==> src/rtl/test_pkg_a.sv <==
// Hero-bus beat definitions shared by producers and collectors.
// Latency: n/a (types and constants only).
// Backpressure: n/a.
package test_pkg_a;

  localparam int HERO_WIDTH = 8;

  // Beat framing: VALID carries payload, DONE closes a transaction,
  // IDLE between transactions (or an abort when seen mid-transaction).
  typedef enum logic [1:0] {
    IDLE  = 2'd0,
    VALID = 2'd1,
    DONE  = 2'd2
  } CYCLE_TYPE_E;

  typedef struct packed {
    logic [1:0] mask;
    logic       posted;
  } hero_write_t;

endpackage

==> src/rtl/test_pkg_b.sv <==
// Inter-package record produced by the hero record collector.
// Latency: n/a (types and constants only).
// Backpressure: n/a.
package test_pkg_b;

  localparam int NEW_PARAM       = 5;
  localparam int COLLECTOR_DEPTH = 4;

  typedef enum logic {
    COL_IDLE  = 1'b0,
    COL_ACCUM = 1'b1
  } COLLECTOR_STATE_E;

  typedef struct packed {
    logic [test_pkg_a::HERO_WIDTH-1:0] fielda;  // first beat data
    test_pkg_a::hero_write_t           fieldb;  // first beat write attrs
    test_pkg_a::CYCLE_TYPE_E           fieldc;  // closing beat type
    logic [NEW_PARAM-1:0]              fieldd;  // saturating beat count
  } another_struct_t;

endpackage

==> src/rtl/hero_record_fifo.sv <==
// Synchronous FIFO of another_struct_t with a registered head output.
// Latency: push at N is visible at the head at N+1 when empty.
// Backpressure: caller must not push when full; pop only when !empty.
// Ports: clk/rst, push/din, pop, dout (head), full, empty, level.
module hero_record_fifo
  import test_pkg_b::*;
#(
  parameter int DEPTH = 4
) (
  input  logic                     clk,
  input  logic                     rst,
  input  logic                     push,
  input  another_struct_t          din,
  input  logic                     pop,
  output another_struct_t          dout,
  output logic                     full,
  output logic                     empty,
  output logic [$clog2(DEPTH):0]   level
);

  localparam int AW = $clog2(DEPTH);
  localparam int LW = AW + 1;

  another_struct_t mem [DEPTH];
  logic [AW-1:0]   wr_ptr;
  logic [AW-1:0]   rd_ptr;
  logic [AW-1:0]   rd_ptr_nxt;
  logic [LW-1:0]   level_nxt;

  assign full       = (level == LW'(DEPTH));
  assign empty      = (level == '0);
  assign rd_ptr_nxt = pop ? rd_ptr + 1'b1 : rd_ptr;
  assign level_nxt  = level + LW'(push) - LW'(pop);

  always_ff @(posedge clk) begin
    if (push) begin
      mem[wr_ptr] <= din;
    end
  end

  always_ff @(posedge clk) begin
    if (rst) begin
      wr_ptr <= '0;
      rd_ptr <= '0;
      level  <= '0;
      dout   <= '0;
    end else begin
      if (push) begin
        wr_ptr <= wr_ptr + 1'b1;
      end
      rd_ptr <= rd_ptr_nxt;
      level  <= level_nxt;
      // Reload the head register whenever the head moves or the FIFO fills
      // from empty; a push landing on the new head slot forwards din since
      // mem has not been written yet.
      if ((pop || empty) && (level_nxt != '0)) begin
        if (push && (wr_ptr == rd_ptr_nxt)) begin
          dout <= din;
        end else begin
          dout <= mem[rd_ptr_nxt];
        end
      end
    end
  end

endmodule

==> src/rtl/hero_record_collector.sv <==
// Collects framed hero-bus beats into one another_struct_t record per transaction.
// Latency: closing beat accepted at N gives rec_vld at N+1 (FIFO empty).
// Backpressure: hero_ready drops while the record FIFO is full; no bypass.
// Ports: clk/rst, hero_cycle/hero_data/hero_write/hero_ready beat input,
//        rec_vld/rec_rdy/rec record output, fifo_level occupancy.
module hero_record_collector
  import test_pkg_a::*;
  import test_pkg_b::*;
#(
  parameter int DEPTH = COLLECTOR_DEPTH
) (
  input  logic                   clk,
  input  logic                   rst,
  input  CYCLE_TYPE_E            hero_cycle,
  input  logic [HERO_WIDTH-1:0]  hero_data,
  input  hero_write_t            hero_write,
  output logic                   hero_ready,
  output logic                   rec_vld,
  input  logic                   rec_rdy,
  output another_struct_t        rec,
  output logic [$clog2(DEPTH):0] fifo_level
);

  COLLECTOR_STATE_E        state;
  logic [NEW_PARAM-1:0]    count;
  logic [HERO_WIDTH-1:0]   first_data;
  hero_write_t             first_write;

  logic                    fifo_full;
  logic                    fifo_empty;
  logic                    push;
  logic                    pop;
  another_struct_t         push_rec;

  assign hero_ready = !fifo_full;
  assign rec_vld    = !fifo_empty;
  assign pop        = rec_vld && rec_rdy;

  // Record pushed on the accept cycle of the closing beat.
  always_comb begin
    push     = 1'b0;
    push_rec = '0;
    if (hero_ready) begin
      case (state)
        COL_IDLE: begin
          if (hero_cycle == DONE) begin
            push            = 1'b1;
            push_rec.fieldc = DONE;
          end
        end
        COL_ACCUM: begin
          if (hero_cycle == DONE || hero_cycle == IDLE) begin
            push            = 1'b1;
            push_rec.fielda = first_data;
            push_rec.fieldb = first_write;
            push_rec.fieldc = hero_cycle;
            push_rec.fieldd = count;
          end
        end
        default: ;
      endcase
    end
  end

  always_ff @(posedge clk) begin
    if (rst) begin
      state       <= COL_IDLE;
      count       <= '0;
      first_data  <= '0;
      first_write <= '0;
    end else if (hero_ready) begin
      case (state)
        COL_IDLE: begin
          if (hero_cycle == VALID) begin
            first_data  <= hero_data;
            first_write <= hero_write;
            count       <= NEW_PARAM'(1);
            state       <= COL_ACCUM;
          end
        end
        COL_ACCUM: begin
          if (hero_cycle == VALID) begin
            if (count != '1) begin
              count <= count + 1'b1;
            end
          end else if (hero_cycle == DONE || hero_cycle == IDLE) begin
            state <= COL_IDLE;
          end
        end
        default: state <= COL_IDLE;
      endcase
    end
  end

  hero_record_fifo #(
    .DEPTH (DEPTH)
  ) u_fifo (
    .clk   (clk),
    .rst   (rst),
    .push  (push),
    .din   (push_rec),
    .pop   (pop),
    .dout  (rec),
    .full  (fifo_full),
    .empty (fifo_empty),
    .level (fifo_level)
  );

endmodule

==> config.mk <==
export PLATFORM = sky130hd
export DESIGN_NAME = hero_record_collector
export DESIGN_NICKNAME = d
export VERILOG_FILES = /design/src/rtl/test_pkg_a.sv /design/src/rtl/test_pkg_b.sv /design/src/rtl/hero_record_fifo.sv /design/src/rtl/hero_record_collector.sv
export SDC_FILE = /design/constraint.sdc
export NUM_CORES = 1
export LEC_CHECK = 0
export CAP_MARGIN = 20
export CORE_ASPECT_RATIO = 2
export CORE_UTILIZATION = 44
export CTS_CLUSTER_DIAMETER = 150
export CTS_CLUSTER_SIZE = 10
export DETAILED_ROUTE_END_ITERATION = 10
export SLEW_MARGIN = 20
export SYNTH_ARGS = -nofsm -noshare
export SYNTH_HDL_FRONTEND = slang
export SYNTH_SLANG_ARGS = --single-unit
==> constraint.sdc <==
create_clock -name clk -period 4.1 [get_ports clk]
set_input_delay 0.82 -clock clk [delete_from_list [all_inputs] [get_ports clk]]
set_output_delay 0.82 -clock clk [all_outputs]
set_load 0.02 [all_outputs]
# Yosys cells after proc, flatten, opt, wreduce, memory -nomap -nowiden
# Memory sizes are Yosys's and may differ from the RTL's. A register that Yosys moved wholly into a read port is not among the register bits.
# Cells that the tools add are included.
[word_totals]
regBits = 24
latchBits = 0
mem_bits_rw = 72
rom_bits = 0
memories = 1
[classes]
n_addsub = 5
mul = 0
div = 0
order_cmp = 0
n_eq_ne = 7
n_shift = 0
n_mux = 21
bitwise = 2
reduce_logical = 11
[mem_list]
columns = ["name", "depth", "width", "read_ports", "rd_clocked_by_memory_dff", "write_ports", "line", "rtl"]
rows = [
  ["u_fifo.mem", 4, 18, 1, 1, 1, "hero_record_fifo.sv:24", "another_struct_t mem [DEPTH];"],
]
[op_table]
columns = ["cell", "n"]
rows = [
  ["18-bit 2-to-1 mux", 2],
  ["5-bit 2-to-1 mux", 4],
  ["11-bit 2-to-1 mux", 1],
  ["5-bit case mux with 2 select lines", 1],
  ["1-bit 2-to-1 mux", 8],
  ["5-bit by 1-bit adder with 5-bit output, second input constant", 1],
  ["5-bit != test, second input constant", 1],
  ["2-bit by 1-bit adder with 2-bit output, second input constant", 2],
  ["2-bit 2-to-1 mux", 2],
  ["2-bit by 1-bit != test with 1-bit output, second input constant", 2],
  ["1-bit case mux with 2 select lines", 2],
  ["2-bit case mux with 2 select lines", 1],
  ["4-bit AND reduction", 1],
  ["3-bit by 1-bit adder with 3-bit output", 1],
  ["3-bit equality test, second input constant", 1],
  ["3-bit zero test", 1],
  ["3-bit AND reduction", 1],
  ["3-bit nonzero test", 1],
  ["3-bit by 1-bit subtractor with 3-bit output", 1],
  ["2-bit by 1-bit equality test with 1-bit output, second input constant", 1],
  ["2-bit equality test, second input constant", 1],
  ["1-bit logical AND", 2],
  ["1-bit zero test", 2],
  ["2-bit zero test", 1],
  ["other kinds (3)", 5],
]

# Depth between registers and ports, before layout
# Gate-level depths: netlist of the first run.
[logic_depth]
word_depth = 9
mapped_depth = 15
depth_no_buf = 11

# Cells and area by module
# From an unflattened synthesis of the first run, not the netlist that was laid out.
[hier_totals]
hier_cells = 334
area_unflattened_um2 = 4727.0
[by_module_without_submodules]
columns = ["module", "n_inst", "cells_each", "area_per_inst_um2"]
rows = [
  ["hero_record_fifo", 1, 223, 3891.2],
  ["hero_record_collector", 1, 111, 835.8],
]

# Worst setup path after synthesis of the first run
# Ideal clock, no wire load.
[synth_timing]
kind = "input port to flip-flop"
start = "input rec_rdy"
end = "register, netlist name u_fifo.dout[0]"
setup_time_ns = 0.134
arrival_time_ns = 3.584
required_ns = 3.966
path_slack_ns = 0.382
path_stages = 14
path_buffers = 5
cell_sequence = "o31ai_2 > inv_2 > clkbuf_1 > buf_2 > buf_2 > ha_1 > inv_1 > ha_1 > fa_1 > o32a_1 > buf_2 > clkbuf_1 > o221ai_1 > o22ai_1"
[synth_via]
elab_chain_len = 4
[synth_rtl]
columns = ["element", "line", "rtl"]
rows = [
  ["start: declaration", "hero_record_collector.sv:19", "input logic rec_rdy,"],
  ["1-bit logical AND", "hero_record_collector.sv:37", "assign pop = rec_vld && rec_rdy;"],
  ["3-bit by 1-bit subtractor with 3-bit output", "hero_record_fifo.sv:33", "assign level_nxt = level + LW'(push) - LW'(pop);"],
  ["net u_fifo.level_nxt[1]", "hero_record_fifo.sv:28", "logic [LW-1:0] level_nxt;"],
  ["3-bit nonzero test", "hero_record_fifo.sv:56", "if ((pop || empty) && (level_nxt != '0)) begin"],
  ["1-bit logical AND", "hero_record_fifo.sv:56", ""],
]
# The timed path passes the listed nets, and every way through them passes these cells.
# A chain may end at the register's enable or synchronous reset.

# Worst setup path after layout of the first run
[layout_timing]
start = "input rec_rdy"
end = "register, netlist name u_fifo.dout[14]"
[layout_via]
elab_chain_len = 4
[layout_rtl]
columns = ["element", "line"]
rows = [
  ["1-bit logical AND (*)", "hero_record_collector.sv:37"],
  ["3-bit by 1-bit subtractor with 3-bit output", "hero_record_fifo.sv:33"],
  ["3-bit nonzero test", "hero_record_fifo.sv:56"],
  ["1-bit logical AND", "hero_record_fifo.sv:56"],
]
# Every way passes the cells marked *; elsewhere a longest branch is shown, timed or not.

==> out/results.txt, run 1 <==
Status: finished clean
Unrepaired setup endpoints after global routing: false
Post-Layout Cell Count: 677
Core area: 12,100 um^2
CP max-delay cell: clkdlybuf4s50_1
Final ANT Viol Nets: 0
Clk Tree Root Cell: clkbuf_16
Largest cells by area after synthesis: edfxtp_1 40%, dfxtp_1 15%, and2_1 4.4%
Drt pass-1 iters: 5
TritonCTS Buffers: 17
Nature of the critical path startpoint: input port
Starting density of the core: 44.8%
Max layer used: met4
Setup TNS: 0 ns
PwrDens: 700 nW/um^2
CP cell instances: clkdlybuf4s50_1 -> o31ai_2 -> inv_2 -> ha_1 -> inv_1 -> ha_1 -> fa_1 -> xnor3_1 -> o32a_1 -> buf_4 -> and3_1 -> a31oi_1 -> o22ai_1
Maxcap violations: 0
Most frequent cell after synthesis: edfxtp_1
DR WL/cell: 20.9 um
Maximum clock path buffer count: 2
Diode count: 0
Final Hold Viols: 0
Kind of cell adding the most delay to the critical path: adder cells
# clock sinks: 114
DRC violations left: 0
Total Routing Usage GR: 23.5%
Ys Warns: 0
Top_reg_cell synth: edfxtp_1
Area leader, netlist: edfxtp_1
DR iter-0 viols: 241
CTS H-tree depth: 4
Number of buffers added on ports: 38
Vias: 4,128
Overflow left after global routing: 0
Final-report setup violation count: 0
Final period util: 85.5%
Post-Place Cells: 645
Crit path max fanout: 34
Post-DP HPWL: 8660 um
Slew headroom: 36.8%
Max incr delay on CP: 0.44 ns
Total chip power: 0.00462 W
Worst-skew pair later-pin latency: 0.41 ns
Post-synthesis cell count: 474
Met3 Wirelength: 729 um
Vias per std cell: 6.10
Distinct cell type count of the synthesized netlist: 52
Register area share after synthesis: 55.2%
Worst Hold Class: flip-flop to flip-flop
Cells resized by post-CTS repair: 0
Synth async-reset ratio: 0%
Achievable Freq: 285 MHz
Nets: 542
Post-synth EDFFs: 72
Slew @ Worst Pin: 0.949 ns
Top cell by count, worst path: ha_1
Vert. Die Dim: 159 um
P_leak: 2.37 nW
Minimum clock period: 3.50 ns
Die Wd: 80.6 um
Final Max Tran Viols: 0
Setup crit end kind: flip-flop
Share of layout cells above drive strength 1: 13.8%
Type of the worst setup path: input port to flip-flop
Io pins: 39
Share of the synthesized area in the top cell type: 39.8%
DIE AREA: 12,800 um^2
Rows: 57
Largest net degree at the start of global routing: 57
Met2 wire len: 7620 um
Vias in the first global route: 4,164
# hold bufs at CTS: 0
Post-synth top cells: 72 x edfxtp_1, 42 x dfxtp_1, 38 x and2_1
Bufs and invs on worst path: 4
Data required time at the worst endpoint: 4.36 ns
Final wirelength: 14,200 um
RD Place Congestion: 0.783
Syn avg cell area: 11.5 um^2
Fin Clk Skew: 0.00960 ns
VDD IR max: 0.923 mV
Area delta synth->final: 21.4%
Arrival time at the worst endpoint: 3.77 ns
Post-CTS Setup Repair Bufs: 0
Post-synthesis cell area: 5440 um^2
Met1 WL: 5460 um
Synth Register Bits: 114
Initial antenna violation count: 0
CTS tree: yes
First-pass GRT wire length: 22,200 um
Worst-path clk slew: 0.05 ns
per-layer routing:
layer  global-route usage, %  vias to the layer above
met5                       0                        -
met4                    9.98                        0
met3                    4.41                       31
met2                    41.7                      144
met1                    26.6                     2051
li1                        -                     1902
metrics by stage:
stage / utilization, % / area (um^2) / worst slack (ns) / hold WS [ns]
after global routing: 54.4 / 6600 / 0.426 / 0.509
after detailed placement: 49.7 / 6020 / 0.226 / 0.481
after CTS: 54.4 / 6600 / 0.626 / 0.487
final: 54.4 / 6600 / 0.596 / 0.483
after floorplan: - / 5450 / 0.382 / 0.458
after global placement: 49.7 / 6020 / 0.319 / 0.464
cells by family after synthesis:
| logic type | share of synthesized area (%) |
|---|---|
| AO/OA/AOI/OAI | 16.7 |
| adder cells (fa/ha/maj) | 2.21 |
| XOR/XNOR | 1.20 |
| other | 0.0690 |
| AND/OR/NAND/NOR | 13.1 |
| buffers and inverters | 3.82 |
| flip-flops | 55.2 |
| multiplexers | 7.57 |
layout make-up:
cell class	instances	area [um^2]
flip-flops and latches	114	3000
well taps	147	184
fillers	1079	5520
inverters	13	48.8
repair buffers	59	538
clock buffers	20	437
multi-input cells	312	2250
clock inverters	12	141
sequential cells by signal, indices dropped and copies added (netlist names):
register and count:
first_data 8, u_fifo.wr_ptr 2, u_fifo.dout 18, u_fifo.rd_ptr 2, u_fifo.mem 72, state 1
u_fifo.level 3, count 5, first_write 3
tightest hold or removal path: stages (launching register included):
cell	delay, ns
dfxtp_1	0.31
o21ai_0	0.07
a21oi_1	0.06
power breakdown:
part / internal (W) / switching, W
Clock: 0.000945 / 0.000501
Combinational: 0.000669 / 0.00104
Sequential: 0.00136 / 0.000111
path summary, 6_finish.rpt:
check                         end  depth (start not counted)             from  slack [ns]
setup / recovery  u_fifo.dout[14]                         13          rec_rdy        0.60
hold / removal      first_data[0]                          2    first_data[0]        0.48
setup reg to reg  u_fifo.dout[14]                         12  u_fifo.level[0]        0.66
hold reg to reg     first_data[0]                          2    first_data[0]        0.48
placed cells by master, fill, tap and decap left out, drive strengths merged, types with 3 or more instances in the layout:
cell type       n
nor2b          19
and2           38
o21ai          13
and3           18
clkbuf         20
inv            13
edfxtp         72
a21oi          18
o221ai         16
buf            21
mux2i          22
bufinv          3
xnor2           4
nand2          14
nor2           14
mux2           17
ha              8
clkdlybuf4s50  38
a2111oi        16
o22ai          18
conb            4
dfxtp          42
nor3            9
clkinv          7
a31oi          33
Power figures use the tool's default switching activity.
==> inputs of run 2 (changes only) <==
- SLEW_MARGIN: 20 -> default
==> results of run 2 <==
The final DEF is identical to that of run 1; final timing and power are the same.
==> inputs of run 3 (changes only) <==
- DONT_BUFFER_PORTS: default -> 1
==> run 3 against run 2 <==
Effect of this change:
- clock skew is essentially flat
- die area stayed put
- register-to-register slack improved by 0.06 ns
- core utilization is 2.9 points lower
- clock-buffer cell count did not move
- global-route usage decreased by 0.78 points
- highest routed layer unchanged
- critical path depth down 1
- cell count is 6.4% lower
- first-iteration DRC count unchanged
- worst hold slack lost 0.0075 ns
- critical endpoint unchanged
- setup slack better by 0.13 ns
==> out/results.txt, run 3 (synthesis results as in run 1) <==
VDD IR max: 0.681 mV (-26%)
Cell Area, Placed: 5610 um^2 (-6.8%)
Unrepaired setup endpoints after global routing: false
Diode count: 0 (unchanged)
First-pass GRT wire length: 21,000 um (-5.2%)
DIE AREA: 12,800 um^2 (unchanged)
Worst Hold Class: flip-flop to flip-flop
Max reg flops: 72 (unchanged)
# clock sinks: 114 (unchanged)
Worst-skew pair later-pin latency: 0.41 ns (about the same)
Slew headroom: 32.4% (-4.4 points)
PwrDens: 732 nW/um^2 (+4.5%)
Status: finished clean
Drt pass-1 iters: 5 (unchanged)
# hold bufs at CTS: 0 (unchanged)
Cells resized by post-CTS repair: 0 (unchanged)
Slew @ Worst Pin: 1.01 ns (+0.0618 ns)
Vias: 3,874 (-6.2%)
CTS tree: yes
Setup TNS: 0 ns (unchanged)
Most frequent cells in the layout: 72 x edfxtp_1, 41 x dfxtp_1, 38 x and2_1
Final period util: 82.3% (-3.1 points)
Nets: 500 (-7.7%)
DR WL/cell: 21.6 um (+3.0%)
P_leak: 2.23 nW (-5.7%)
Largest net degree at the start of global routing: 58 (+1.8%)
Final wirelength: 13,700 um (-3.6%)
Achievable Freq: 296 MHz (+3.8%)
Overflow left after global routing: 0 (unchanged)
Max layer used: met4
Vias in the first global route: 3,766 (-9.6%)
DR iter-0 viols: 241 (unchanged)
Minimum clock period: 3.38 ns (-0.128 ns)
Most flop-heavy register: u_fifo.mem
Met2 wire len: 7280 um (-4.6%)
Die Wd: 80.6 um (unchanged)
Maxcap violations: 0 (unchanged)
DRC violations left: 0 (unchanged)
Initial antenna violation count: 0 (unchanged)
Io pins: 39 (unchanged)
Filler cells: 1,082 (+0.28%)
Final Max Tran Viols: 0 (unchanged)
Nature of the critical path startpoint: flip-flop
Fin Clk Skew: 0.00921 ns (-0.000389 ns)
Share of layout cells above drive strength 1: 14.6% (+0.81 points)
Type of the worst setup path: flip-flop to flip-flop
Crit path max fanout: 34 (unchanged)
Largest registers: u_fifo.mem x72, u_fifo.dout x18, first_data x8
Setup crit end kind: flip-flop
Post-CTS Setup Repair Bufs: 0 (unchanged)
Final Instance Area: 6240 um^2 (-5.4%)
Final ANT Viol Nets: 0 (unchanged)
Core area: 12,100 um^2 (unchanged)
Post-DP HPWL: 8050 um (-7.1%)
Arrival time at the worst endpoint: 3.64 ns (-0.13 ns)
Vert. Die Dim: 159 um (unchanged)
Data required time at the worst endpoint: 4.36 ns (about the same)
Maximum clock path buffer count: 2 (unchanged)
RD Place Congestion: 0.801 (+2.3%)
Starting density of the core: 44.8% (unchanged)
Vias per std cell: 6.11 (+0.21%)
CTS H-tree depth: 4 (unchanged)
TritonCTS Buffers: 17 (unchanged)
Met1 WL: 5300 um (-2.9%)
Total Routing Usage GR: 22.7% (-0.78 points)
Rows: 57 (unchanged)
Met3 Wirelength: 703 um (-3.6%)
Most common cell after layout, fill and taps aside: edfxtp_1
Final-report setup violation count: 0 (unchanged)
Worst-path clk slew: 0.05 ns (about the same)
Number of buffers added on ports: 0 (-100%)
Fin Hold WS: 0.476 ns (-0.00753 ns)
Final Hold Viols: 0 (unchanged)
Clk Tree Root Cell: clkbuf_16
Area delta synth->final: 14.9%
[run 3: cell types whose count changed in the layout (fill, tap and decap cells not counted)]
cell | previous run | this run
bufinv_16 | 3 | 5
clkbuf_8 | 0 | 1
clkbuf_1 | 3 | 2
clkdlybuf4s50_1 | 38 | 0
buf_4 | 21 | 17
clkinv_1 | 2 | 0
clkinv_4 | 1 | 0
[run 3: layout make-up]
| cell class | count | area (um^2) | share of cell area [%] |
|---|---|---|---|
| flip-flops and latches | 114 | 3000 | 48.1 |
| multi-input cells | 312 | 2250 | 36.0 |
| clock buffers | 20 | 447 | 7.15 |
| clock inverters | 11 | 185 | 2.97 |
| well taps | 147 | 184 | 2.95 |
| repair buffers | 17 | 128 | 2.04 |
| inverters | 13 | 48.8 | 0.782 |
[run 3: where the power goes]
part / switching, W / internal, W / total, W
registers: 0.000208 / 0.00136 / 0.00157
logic: 0.000898 / 0.000533 / 0.00143
clock network: 0.000486 / 0.00108 / 0.00157
[run 3: path summary, 6_finish.rpt]
| kind | startpoint | endpoint | slack [ns] | cells after the start |
|---|---|---|---|---|
| setup / recovery | u_fifo.level[0] | u_fifo.dout[14] | 0.72 | 12 |
| hold / removal | first_write[2] | first_write[2] | 0.48 | 2 |
| setup reg to reg | u_fifo.level[0] | u_fifo.dout[14] | 0.72 | 12 |
| hold reg to reg | first_write[2] | first_write[2] | 0.48 | 2 |
[run 3: critical path, stage by stage, from the launching register on]
cell,delay (ns)
dfxtp_1,0.43
o31ai_2,0.52
inv_2,0.08
ha_1,0.28
inv_1,0.04
ha_1,0.17
fa_1,0.38
xnor3_1,0.23
o32a_1,0.31
buf_4,0.26
and3_1,0.23
a31oi_1,0.18
o22ai_1,0.11
[run 3: per-layer routing]
metal,track usage (%),vias to the layer above
met5,0,-
met4,9.25,0
met3,5.85,27
met2,38.6,127
met1,26.5,1897
li1,-,1823
[run 3: through the flow]
step	cells	power (W)	util, %	worst slack [ns]
final	634	0.00457	51.5	0.724
after global routing	634	0.00479	51.5	0.463
after CTS	634	0.00459	51.5	0.731
after detailed placement	603	0.00301	46.3	0.758
after global placement	603	0.00299	46.3	0.836
after floorplan	477	0.00257	-	0.382
==> variant 1: new RTL, settings of run 1 <==
Register the output `fifo_level`, cleared by the reset; this adds one clock of latency there. The other outputs are not delayed to match.
--- a/src/rtl/hero_record_collector.sv
+++ b/src/rtl/hero_record_collector.sv
@@ -21,4 +21,6 @@
   output logic [$clog2(DEPTH):0] fifo_level
 );
+
+  logic [$clog2(DEPTH):0] fifo_level_d;
 
   COLLECTOR_STATE_E        state;
@@ -104,6 +106,14 @@
     .full  (fifo_full),
     .empty (fifo_empty),
-    .level (fifo_level)
+    .level (fifo_level_d)
   );
+
+  always_ff @(posedge clk) begin
+    if (rst) begin
+      fifo_level <= '0;
+    end else begin
+      fifo_level <= fifo_level_d;
+    end
+  end
 
 endmodule
Formal check against the unedited RTL: not equivalent (a bounded check fails within 4 cycles, from zero or initial values and one cycle with rst high).
==> variant 1 against run 1 <==
Via count down 5.7%. Largest power group unchanged. Final area grew 1.3%. Synthesized cell count is 3.4% lower. Die area grew 0.65%. Core utilization rose by 0.73 points. Non-clock buffer count decreased by 2. Wire length down 2.5%. Total power increased by 4.4%. Sequential cell count grew 3. First-iteration DRC count increased by 3.7%. Worst setup slack worse by 0.022 ns. Synthesized area grew 0.67%.
==> variant 1: results (changes against run 1) <==
Synthesis
  • Commonest cells in the netlist: 72 x edfxtp_1, 45 x dfxtp_1, 37 x and2_1, 35 x mux2i_1, 33 x a31oi_1
  • Post-synthesis area per instance: 11.95 sq um (+4.2%)
  • Area contributors post-synth: edfxtp_1 40%, dfxtp_1 16%, mux2i_1 6.4%
  • Netlist cell types: 47 (-9.6%)
  • Seq/Total Area, Yosys: 55.98% (+0.73 points)

Layout
  • Fill count: 1085 (+0.56%)
  • Fin area: 6689 sq um (+1.3%)
  • Post-layout nets: 527 (-2.8%)
  • Share of cells above drive strength 1: 15.73% (+2.0 points)

GRT
  • GRT Util Overall: 23.23% (-0.25 points)
  • First-pass GRT wire length: 21810 um (-1.8%)
  • Vias in the first global route: 4137 (-0.65%)

Placement
  • Placed cell area: 6050 sq um (+0.46%)
  • Routability Congestion: 0.8113 (+3.7%)
  • Dpl cells: 630 (-2.3%)
  • Hpwl dp: 8124 um (-6.2%)

STA
  • Relative slew slack: 35.92% (-0.84 points)
  • Hold WS: 0.5032 ns (+0.01975 ns)
  • Worst Skew: 0.006055 ns (-0.003548 ns)

Critical path
  • WP data arrival: 3.79 ns (+0.02 ns)
  • R2R Path End: u_fifo.dout[17]
  • RR Startpoint: u_fifo.level[0]
  • Reg2reg setup slack: 0.69 ns (+0.03 ns)

Min path
  • Min-Delay Path Class: reg -> reg
  • Hold path startpoint: u_fifo.dout[6]

Clock tree
  • Postcts setup bufs: 0 (unchanged)

Drt
  • Drt first pass iters: 4 (-1)
  • Iteration-0 DRC Markers: 250 (+3.7%)
  • Vias/cell: 5.881 (-3.6%)

Run status
  • Outcome: finished clean

Power and ir drop
  • Leakage: 2.431 nW (+2.8%)
==> variant 1: layer usage <==
metal,vias up,routed length [um],track usage [%]
met1,1915,5468,26.08
met2,109,7389,40.79
li1,1844,-,-
met3,25,672,5.314
met5,-,0,0
met4,0,299,9.740
==> variant 1: power breakdown <==
group | leakage [nW] | total [mW] | internal (mW) | switching, mW
registers | 1.08 | 1.50 | 1.39 | 0.109
clock network | 0.304 | 1.60 | 1.04 | 0.559
logic | 1.05 | 1.72 | 0.684 | 1.04
==> variant 1: cell type report <==
class / count / area [sq um] / area share, %
inverter: 11 / 41.29 / 0.6173
timing repair buffer: 57 / 518.0 / 7.744
clock inverter: 14 / 200.2 / 2.993
sequential: 117 / 3064 / 45.81
tap: 147 / 183.9 / 2.750
clock buffer: 18 / 439.2 / 6.566
multi-input combinational: 298 / 2242 / 33.52
==> variant 1: worst max-delay path by stage <==
stage / start / endpoint / slack, ns / depth (start not counted)
after floorplan: rec_rdy / u_fifo.dout[0] / 0.46 / 15
after global placement: rec_rdy / u_fifo.dout[15] / 0.34 / 13
after detailed placement: rec_rdy / u_fifo.dout[4] / 0.21 / 13
after CTS: rec_rdy / u_fifo.dout[17] / 0.60 / 13
after global routing: rec_rdy / u_fifo.dout[17] / 0.45 / 13
final: rec_rdy / u_fifo.dout[17] / 0.57 / 13
==> variant 1: logic make-up after synthesis <==
logic type               Yosys count  share of synthesized area (%)
XOR/XNOR                           7                          1.509
AND/OR/NAND/NOR                  126                          13.40
adder cells (fa/ha/maj)            9                          2.195
flip-flops                       117                          55.98
AO/OA/AOI/OAI                    101                          13.65
multiplexers                      51                          9.696
other                              1                        0.06854
buffers and inverters             46                          3.499
==> variant 2: new RTL, flow settings as in run 1 <==
Without the edit above. Change the package constant `COLLECTOR_DEPTH` from 4 to 8.
--- a/src/rtl/test_pkg_b.sv
+++ b/src/rtl/test_pkg_b.sv
@@ -5,5 +5,5 @@
 
   localparam int NEW_PARAM       = 5;
-  localparam int COLLECTOR_DEPTH = 4;
+  localparam int COLLECTOR_DEPTH = 8;
 
   typedef enum logic {
Ports: changed (resized fifo_level); port bits go from 39 to 40. The function was not compared with the original's and may differ.
==> variant 2 against run 1 <==
Final area rose by 37%. Global-route usage shrank 1.5 points. First-iteration DRC count is 47% higher. Register-to-register slack got worse by 0.40 ns. Sequential cell count rose by 75. Total power increased by 19%. Synthesized area increased by 41%. Worst setup slack worse by 0.33 ns. Wire length grew 28%. Die area grew 40%. Critical endpoint is now u_fifo.dout[4]. Largest cell class unchanged. Largest power group is now sequential cells. Highest routed layer unchanged.
==> variant 2: results (changes against run 1) <==
Run status
  • Outcome: finished clean

Drt
  • Iteration-0 DRC Markers: 355 (+47%)
  • Drt wl/cell: 23.24 um (+11%)

Layout
  • Regs by FF count: u_fifo.mem (144), u_fifo.dout (18), first_data (8)
  • Storage cell area: 5225 sq um (+74%)
  • Share of cells above drive strength 1: 18.58% (+4.8 points)
  • Multi-input combinational area share: 25.75% (-8.3 points)

Critical path
  • Reg2Reg Depth: 18 (+6)
  • R2R Path End: u_fifo.dout[4]
  • Maximum fanout along the worst path: 18 (-47%)

Placement
  • Routability Congestion: 0.7964 (+1.8%)
  • Dpl cells: 751 (+16%)

STA
  • Worst Skew: 0.006691 ns (-0.002911 ns)
  • Relative slew slack: 61.20% (+24 points)

Synthesis
  • Post-synth EDFFs: 144 (+100%)
  • Post-Syn Instances: 498 (+5.1%)

GRT
  • GRT Util Overall: 21.95% (-1.5 points)
  • Largest net degree at the start of global routing: 37 (-35%)

Clock tree
  • Clk sink count: 189 (+66%)
  • Clock slew at reported path FFs: 0.07 ns (+0.02 ns)

Power and ir drop
  • Clk pwr share: 27.1% (-4.2 points)
  • PD cells: 610.0 nW/um^2 (-13%)
  • P_seq: 2.26 mW (+54%)
  • VDD IR max: 0.3310 mV (-64%)

Min path
  • Hold endpoint: first_write[2]
[variant 2: cell families (layout without fill, tap and decap cells)]
family,after synthesis,in the layout,share of synthesized area [%]
AND/OR/NAND/NOR,133,133,8.693
buffers and inverters,41,112,2.194
adder cells (fa/ha/maj),11,11,1.899
flip-flops,189,189,68.37
other,1,8,0.04907
multiplexers,47,47,11.41
XOR/XNOR,6,6,0.6876
AO/OA/AOI/OAI,70,70,6.696
[variant 2: worst max path at each step]
stage               startpoint               to  slack [ns]
6_report       u_fifo.level[2]   u_fifo.dout[4]        0.26
5_1_grt        u_fifo.level[2]   u_fifo.dout[4]       -0.01
4_1_cts        u_fifo.level[2]   u_fifo.dout[4]        0.06
3_5_place_dp     hero_cycle[1]   u_fifo.dout[2]       -0.06
3_3_place_gp     hero_cycle[1]   u_fifo.dout[1]        0.06
2_1_floorplan  u_fifo.level[2]  u_fifo.dout[15]        0.19
[variant 2: per-layer routing]
layer | GRT usage [%] | up-vias | wire (um) | part of all wire [%]
met3 | 3.632 | 42 | 884 | 4.9
met4 | 12.24 | 0 | 711 | 3.9
li1 | - | 2037 | - | -
met2 | 38.08 | 171 | 10040 | 55
met1 | 24.92 | 2370 | 6557 | 36
met5 | 0 | - | 0 | 0
[variant 2: per-stage QoR]
stage          setup slack [ns]  utilization, %  area, sq um  hold WS (ns)
2_1_floorplan            0.1944               -         7669        0.4450
3_5_place_dp           -0.06190           50.38         8488        0.4679
6_report                 0.2650           53.61         9034        0.4836
3_3_place_gp            0.05583           50.38         8488        0.4548
4_1_cts                 0.06445           53.54         9021        0.4779
5_1_grt               -0.009531           53.61         9034        0.5108
[variant 2: repair_timing]
action                     in CTS  in global routing
gates resized for setup         0                  4
buffers inserted                0                  0
setup endpoints to repair       0                 17
